[config.mk]
export PLATFORM = sky130hd
export DESIGN_NAME = exc_controller
export DESIGN_NICKNAME = d
export VERILOG_FILES = /design/src/rtl/exc_controller.sv
export SDC_FILE = /design/constraint.sdc
export NUM_CORES = 1
export LEC_CHECK = 0
export BUFFER_PORTS_ARGS = -buffer_cell sky130_fd_sc_hd__buf_2
export CAP_MARGIN = 20
export CORE_ASPECT_RATIO = 1.5
export CORE_MARGIN = 1.5
export CORE_UTILIZATION = 35
export DETAILED_ROUTE_END_ITERATION = 8
export PLACE_DENSITY = 0.8
export SLEW_MARGIN = 10
export SYNTH_ARGS = -nofsm -noshare
export SYNTH_HDL_FRONTEND = slang
export SYNTH_SLANG_ARGS = --single-unit
[constraint.sdc]
create_clock -name clk -period 3.2 [get_ports clk]
set_input_delay 0 -clock clk [delete_from_list [all_inputs] [get_ports clk]]
set_output_delay 0 -clock clk [all_outputs]
set_load 0.005 [all_outputs]
[src/rtl/exc_controller.sv]
// Exception/interrupt sequencer for the single-cycle LEGv8 core: arbitrates invalid-opcode
// and IRQ events, saves ELR/ESR and steers PC entry to and return from the handler.
module exc_controller #(
    parameter int unsigned     N           = 64,
    parameter logic [N-1:0]    VECTOR_ADDR = N'(64'h0000_0000_0000_00D8),
    parameter int unsigned     CNT_W       = 8
) (
    input  logic             clk,
    input  logic             reset,
    input  logic             ExtIRQ,
    output logic             ExtIAck,
    input  logic             NotAnInstr,
    input  logic             ERet,
    input  logic [3:0]       EStatus,
    input  logic [N-1:0]     PC,
    output logic             Squash,
    output logic             Exc,
    output logic [N-1:0]     ExcVector,
    output logic             ERetTaken,
    output logic [N-1:0]     ELR,
    output logic [N-1:0]     ESR,
    output logic             InHandler,
    output logic             DoubleFault,
    output logic [CNT_W-1:0] ExcCount
);

    typedef enum logic [2:0] {
        S_IDLE    = 3'd0,
        S_ENTRY   = 3'd1,
        S_HANDLER = 3'd2,
        S_RETURN  = 3'd3,
        S_HALT    = 3'd4
    } state_t;

    state_t             r_state;
    state_t             w_next;
    logic               r_irq_pend;
    logic               w_irq_pend_nxt;
    logic               w_irq;
    logic               w_squash;
    logic               w_capture;
    logic               w_take_irq;
    logic               w_fault;
    logic               r_exc;
    logic               r_eret_taken;
    logic               r_in_handler;
    logic               r_ack;
    logic               r_double_fault;
    logic [N-1:0]       r_elr;
    logic [N-1:0]       r_esr;
    logic [CNT_W-1:0]   r_cnt;

    // A pending (masked-in-handler) IRQ counts as a live request once back in IDLE.
    assign w_irq = ExtIRQ | r_irq_pend;

    // Next-state, squash and capture decisions.
    always_comb begin
        w_next         = r_state;
        w_irq_pend_nxt = r_irq_pend;
        w_squash       = 1'b0;
        w_capture      = 1'b0;
        w_take_irq     = 1'b0;
        w_fault        = 1'b0;
        case (r_state)
            S_IDLE: begin
                if (NotAnInstr || w_irq) begin
                    w_squash  = 1'b1;
                    w_capture = 1'b1;
                    w_next    = S_ENTRY;
                    if (NotAnInstr) begin
                        // Invalid opcode wins; a simultaneous IRQ is deferred until after return.
                        if (w_irq) w_irq_pend_nxt = 1'b1;
                    end else begin
                        w_take_irq     = 1'b1;
                        w_irq_pend_nxt = 1'b0;
                    end
                end
            end
            S_ENTRY: begin
                w_squash = 1'b1;
                w_next   = S_HANDLER;
            end
            S_HANDLER: begin
                if (ExtIRQ) w_irq_pend_nxt = 1'b1;
                if (NotAnInstr) begin
                    w_squash = 1'b1;
                    w_fault  = 1'b1;
                    w_next   = S_HALT;
                end else if (ERet) begin
                    w_next = S_RETURN;
                end
            end
            S_RETURN: begin
                w_squash = 1'b1;
                w_next   = S_IDLE;
            end
            S_HALT: begin
                w_squash = 1'b1;
            end
            default: begin
                w_next = S_IDLE;
            end
        endcase
    end

    // State and registered outputs; outputs are derived from the state being entered.
    always_ff @(posedge clk) begin
        if (reset) begin
            r_state        <= S_IDLE;
            r_irq_pend     <= 1'b0;
            r_exc          <= 1'b0;
            r_eret_taken   <= 1'b0;
            r_in_handler   <= 1'b0;
            r_ack          <= 1'b0;
            r_double_fault <= 1'b0;
            r_elr          <= '0;
            r_esr          <= '0;
            r_cnt          <= '0;
        end else begin
            r_state      <= w_next;
            r_irq_pend   <= w_irq_pend_nxt;
            r_exc        <= (w_next == S_ENTRY);
            r_eret_taken <= (w_next == S_RETURN);
            r_in_handler <= (w_next == S_HANDLER);
            r_ack        <= w_take_irq;
            if (w_fault) r_double_fault <= 1'b1;
            if (w_capture) begin
                r_elr <= PC;
                r_esr <= w_take_irq ? N'(1) : N'(EStatus);
            end
            if ((w_next == S_ENTRY) && (r_cnt != {CNT_W{1'b1}})) begin
                r_cnt <= r_cnt + CNT_W'(1);
            end
        end
    end

    assign Squash      = w_squash;
    assign Exc         = r_exc;
    assign ExcVector   = VECTOR_ADDR;
    assign ERetTaken   = r_eret_taken;
    assign ELR         = r_elr;
    assign ESR         = r_esr;
    assign InHandler   = r_in_handler;
    assign DoubleFault = r_double_fault;
    assign ExtIAck     = r_ack;
    assign ExcCount    = r_cnt;

endmodule

Word level (Yosys, flattened, before mapping) --
Cells that the tools add are included.
Operators by class: add/subtract/negate cells 1, equality and inequality tests 11, multiplexer cells 18, bitwise operators 1, reduce and logical (&&, ||, !) cells 6
Operator list (count):
- == test 3 x 2 -> 1 bit (second input constant) | 4
- case mux 3 bit (4 select lines) | 1
- two-way mux 1 bit | 11
- two-way mux 3 bit | 3
- adder 8 x 1 -> 8 bit (second input constant) | 1
- != test 8 bit (second input constant) | 1
- == test 3 x 1 -> 1 bit (second input constant) | 2
- two-way mux 4 bit | 1
- != test 2 bit (second input constant) | 2
- AND reduction 4 bit | 1
- == test 3 bit (second input constant) | 1
- zero test 3 bit | 1
- != test 3 bit (second input constant) | 1
- case mux 1 bit (3 select lines) | 1
- OR reduction 3 bit | 1
- case mux 1 bit (2 select lines) | 1
- nonzero test 2 bit | 1
- logical AND 1 bit | 1
- logical OR 1 bit | 1
- bitwise OR 1 bit | 1
Storage, ports and cells: register bits 145, input bits 73, output and inout bits 206, logic and storage cells 47

Longest topological paths before layout --
depth in word-level cells 6, depth in mapped cells 7, gate-level depth less buffers 5

Worst setup path before layout --
OpenSTA, ideal clock, no wires.
kind register to register, start register r_state[2], end register r_cnt[7] (netlist: ExcCount[7]), setup time 123 ps, arrival 1560 ps, setup slack 1517 ps, stages on the path, launching flop included 6, path through dfxtp_1 or3_1 buf_6 nor4_4 nand4_1 mux2_1
On the way: word-level cells in the longest chain between the ends 5
Ends and longest elaborated chain:
- from (decl) | RTL line 35 | state_t r_state;
- from (signal assigned) | RTL line 120 | r_state <= w_next;
- two-way mux 3 bit | RTL line 89 | end else if (ERet) begin
- two-way mux 3 bit | RTL line 85 | if (NotAnInstr) begin
- case mux 3 bit (4 select lines) * | RTL line 64 | case (r_state)
- == test 3 x 1 -> 1 bit * | RTL line 131 | if ((w_next == S_ENTRY) && (r_cnt != {CNT_W{1'b1}})) begin
- logical AND 1 bit * | RTL line 131
- to (signal assigned) | RTL line 132 | r_cnt <= r_cnt + CNT_W'(1);
- to (decl) | RTL line 51 | logic [CNT_W-1:0] r_cnt;
Every way passes the cells marked *; elsewhere a longest branch is shown, timed or not. A chain may end at the register's enable or synchronous reset.

Worst setup path in the final report --
start register r_state[2], end register r_elr[36] (netlist: ELR[36])
On the way: word-level cells in the longest chain between the ends 2
Ends and longest elaborated chain:
- zero test 3 bit | RTL line 64
- two-way mux 1 bit | RTL line 64
- to (signal assigned) | RTL line 116 | r_elr <= '0;
- to (signal assigned) | RTL line 128 | r_elr <= PC;
- to (decl) | RTL line 49 | logic [N-1:0] r_elr;
No other way between the ends.

==> results.sh <==
export IMPL_cts_max_path_buffers=2
export IMPL_min_to="ExtIAck"
export IMPL_synth_mux_area_fraction=0.00775
export IMPL_cp_arrival_ns=2.10
export IMPL_cts_tree="yes"
export IMPL_path_max_fanout=28
export IMPL_path_clk_slew_ns=0.06
export IMPL_seq_power_share=0.430
export IMPL_cts_buffers=9
export IMPL_setup_tns_ns=0
export IMPL_cp_cell_sequence="nor3_2, nand2_2, buf_4, nand2_1, a21oi_1"
export IMPL_p_switching_uw=839
export IMPL_layout_cells_non_filler=871
export IMPL_critical_path_max_stage_delay_ns=0.43
export IMPL_hold_viol_final=0
export IMPL_grt_pass1_wl_um=15500
export IMPL_reg2reg_slack_ns=1.29
export IMPL_synth_largest_area_cell="dfxtp_1"
export IMPL_post_drt_wl_per_cell_um=11.7
export IMPL_antenna_found_initial=0
export IMPL_die_height_um=135
export IMPL_core_um2=11100
export IMPL_wl_um=10200
export IMPL_synth_xor_area_frac=0.00217
export IMPL_switching_share=0.291
export IMPL_clockRootBuffer="clkbuf_16"
export IMPL_holdCritPathClass="in -> reg"
export IMPL_synth_edf_count=0
export IMPL_fp_row_count=47
export IMPL_final_util=0.488
export IMPL_end_kind="flip-flop"
export IMPL_final_max_slew_viol_count=0
export IMPL_drcViolationCount=0
export IMPL_drtIter0Drc=130
export IMPL_holdCritStartpoint="NotAnInstr"
export IMPL_grt_overflow=0
export IMPL_yosys_warnings=0
export IMPL_final_nets=793
export IMPL_clock_sinks=85
export IMPL_insertion_delay_ns=0.33
export IMPL_ys_ff_latch=85
export IMPL_grt_total_usage=0.159
export IMPL_cp_start_kind="flip-flop"
export IMPL_synth_top_area_share=0.422
export IMPL_netlist_instances=506
export IMPL_synth_adder_area_share=0.00310
export IMPL_post_dp_cell_area_um2=4440
export IMPL_synth_top_family_by_area="buffers and inverters"
export IMPL_htreeDepth=3
export IMPL_yosysUniqueCellTypes=36
export IMPL_io_buffer_count=154
export IMPL_synth_most_common_cell="nand2_1"
export IMPL_ys_top_cells_by_count="nand2_1, buf_4, dfxtp_1, a21oi_1, nor2_1"
export IMPL_holdPathStages=2
export IMPL_slew_headroom=0.579
export IMPL_via_per_inst=4.28
export IMPL_pin_count=279
export IMPL_clock_skew_final_ns=0.00842
export IMPL_gp_congestion=0.735
export IMPL_hpwl_um=6370
export IMPL_antenna_left=0
export IMPL_crit_family="simple AND/OR/NAND/NOR gates"
export IMPL_status="completed"
export IMPL_yosysSeqAreaShare=0.422
export IMPL_crit_buf_inv=1
export IMPL_synth_compound_area_share=0.111
export IMPL_crit_required_ns=3.39
export IMPL_p_per_area_nw_per_um2=532
export IMPL_cpMaxStageDelayCell="nand2_2"
export IMPL_stdcell_area_um2=5420
export IMPL_synthTopCellsByArea="dfxtp_1, buf_4, nand2_1"
export IMPL_leakagePower_uw=0.00269
export IMPL_synthArstFlopShare=0
export IMPL_r2r_cells=5
export IMPL_ir_drop_v=0.000367
export IMPL_synth_area_um2=4040
export IMPL_drive_gt1_frac=0.246
export IMPL_power_share_clock=0.346
export IMPL_criticalPathCategory="reg -> reg"
export IMPL_internal_power_uw=2050
export IMPL_synth_simple_gate_area_frac=0.189
export IMPL_drv_cap=0
export IMPL_grt_pass1_vias=3399
export IMPL_ys_flop_type="dfxtp_1"
export IMPL_syn2layout_area_growth_pct=34.4
export IMPL_dr_total_vias=3729
export IMPL_fin_crit_sh=0.598
export IMPL_dr_pass1_iters=6
export IMPL_comb_power_share=0.224
export IMPL_layout_min_cycle_time_ns=1.91
export IMPL_rr_endpoint="ELR[36]"
export IMPL_start_util=0.363
export IMPL_die_area_um2=12200
export IMPL_rsz0062_at_grt="false"
export IMPL_grt_max_degree=51
export IMPL_fmax_ghz=0.523
export IMPL_syn_area_per_cell_um2=7.98
export IMPL_place_inst=785
export IMPL_finalSetupViolCount=0
export IMPL_r2r_start="r_state[2]"
export IMPL_tightest_slew_ns=0.632
export IMPL_die_width_um=90.7
[how the worst max path moves through the flow]
stage / startpoint / end / cells past startpoint
after floorplan: r_state[2] / ExcCount[7] / 5
after CTS: r_state[0] / Squash / 4
after global routing: r_state[2] / ELR[44] / 5
final: r_state[2] / ELR[36] / 5
after detailed placement: r_state[2] / ELR[2] / 5
after global placement: r_state[0] / ELR[7] / 5
[what timing repair did]
item,CTS,global route
hold endpoints to repair,71,0
hold buffers,70,0
gates resized for setup,0,0
buffers inserted,0,0
setup endpoints to repair,0,0
[through the flow]
step | power, µW | setup WS [ns] | hold slack, ns
finish | 2890 | 1.29 | 0.0211
global route | 3060 | 1.10 | 0.0398
CTS | 2920 | 1.26 | 0.00761
detailed placement | 1840 | 1.28 | 0.247
global placement | 1830 | 1.33 | 0.232
floorplan | 1720 | 1.52 | 0.136
[cells in the final DEF (no fill, tap or decap), types with 5 or more instances in the layout]
cell,n
buf_4,5
buf_2,154
nor3_1,6
a21oi_1,69
dfxtp_1,85
nor2_1,18
clkbuf_16,9
dlygate4sd3_1,70
nand2_1,132
conb_1,124
[cells by family (layout without fill, tap and decap cells)]
group	count (synthesis)	in the layout
XOR/XNOR	1	1
AO/OA/AOI/OAI	83	83
flip-flops	85	85
adder cells (fa/ha/maj)	1	1
other	2	125
multiplexers	3	3
buffers and inverters	152	247
AND/OR/NAND/NOR	179	179
[routing by layer]
metal / up-vias / routed length, µm / share of wire / GRT usage
met5: - / 0 / 0 / 0
met4: 0 / 283 / 0.028 / 0.0829
met3: 23 / 951 / 0.094 / 0.0450
met2: 238 / 5520 / 0.54 / 0.313
met1: 1655 / 3410 / 0.34 / 0.144
li1: 1813 / - / - / -
[power groups by stage]
stage	logic [µW]	registers, µW	clock network, µW
after detailed placement	573	1260	0
after floorplan	446	1270	0
final	646	1240	1000
after global placement	566	1260	0
after global routing	722	1260	1080
after CTS	639	1240	1040
[sequential cells by signal (all words and copies together), names as in the netlist]
register     flops
ERetTaken        1
r_irq_pend       1
ELR             64
Exc              1
r_state          3
ESR              4
DoubleFault      1
InHandler        1
ExcCount         8
ExtIAck          1
[cell type report]
class / count / area, µm²
inverter: 3 / 11.3
clock buffer: 11 / 233
multi-input combinational: 391 / 1730
clock inverter: 4 / 50.0
sequential: 85 / 1700
fill: 1013 / 5690
timing repair buffer: 229 / 1510
tap: 147 / 184
antenna: 1 / 2.50
Power figures use the tool's default switching activity.
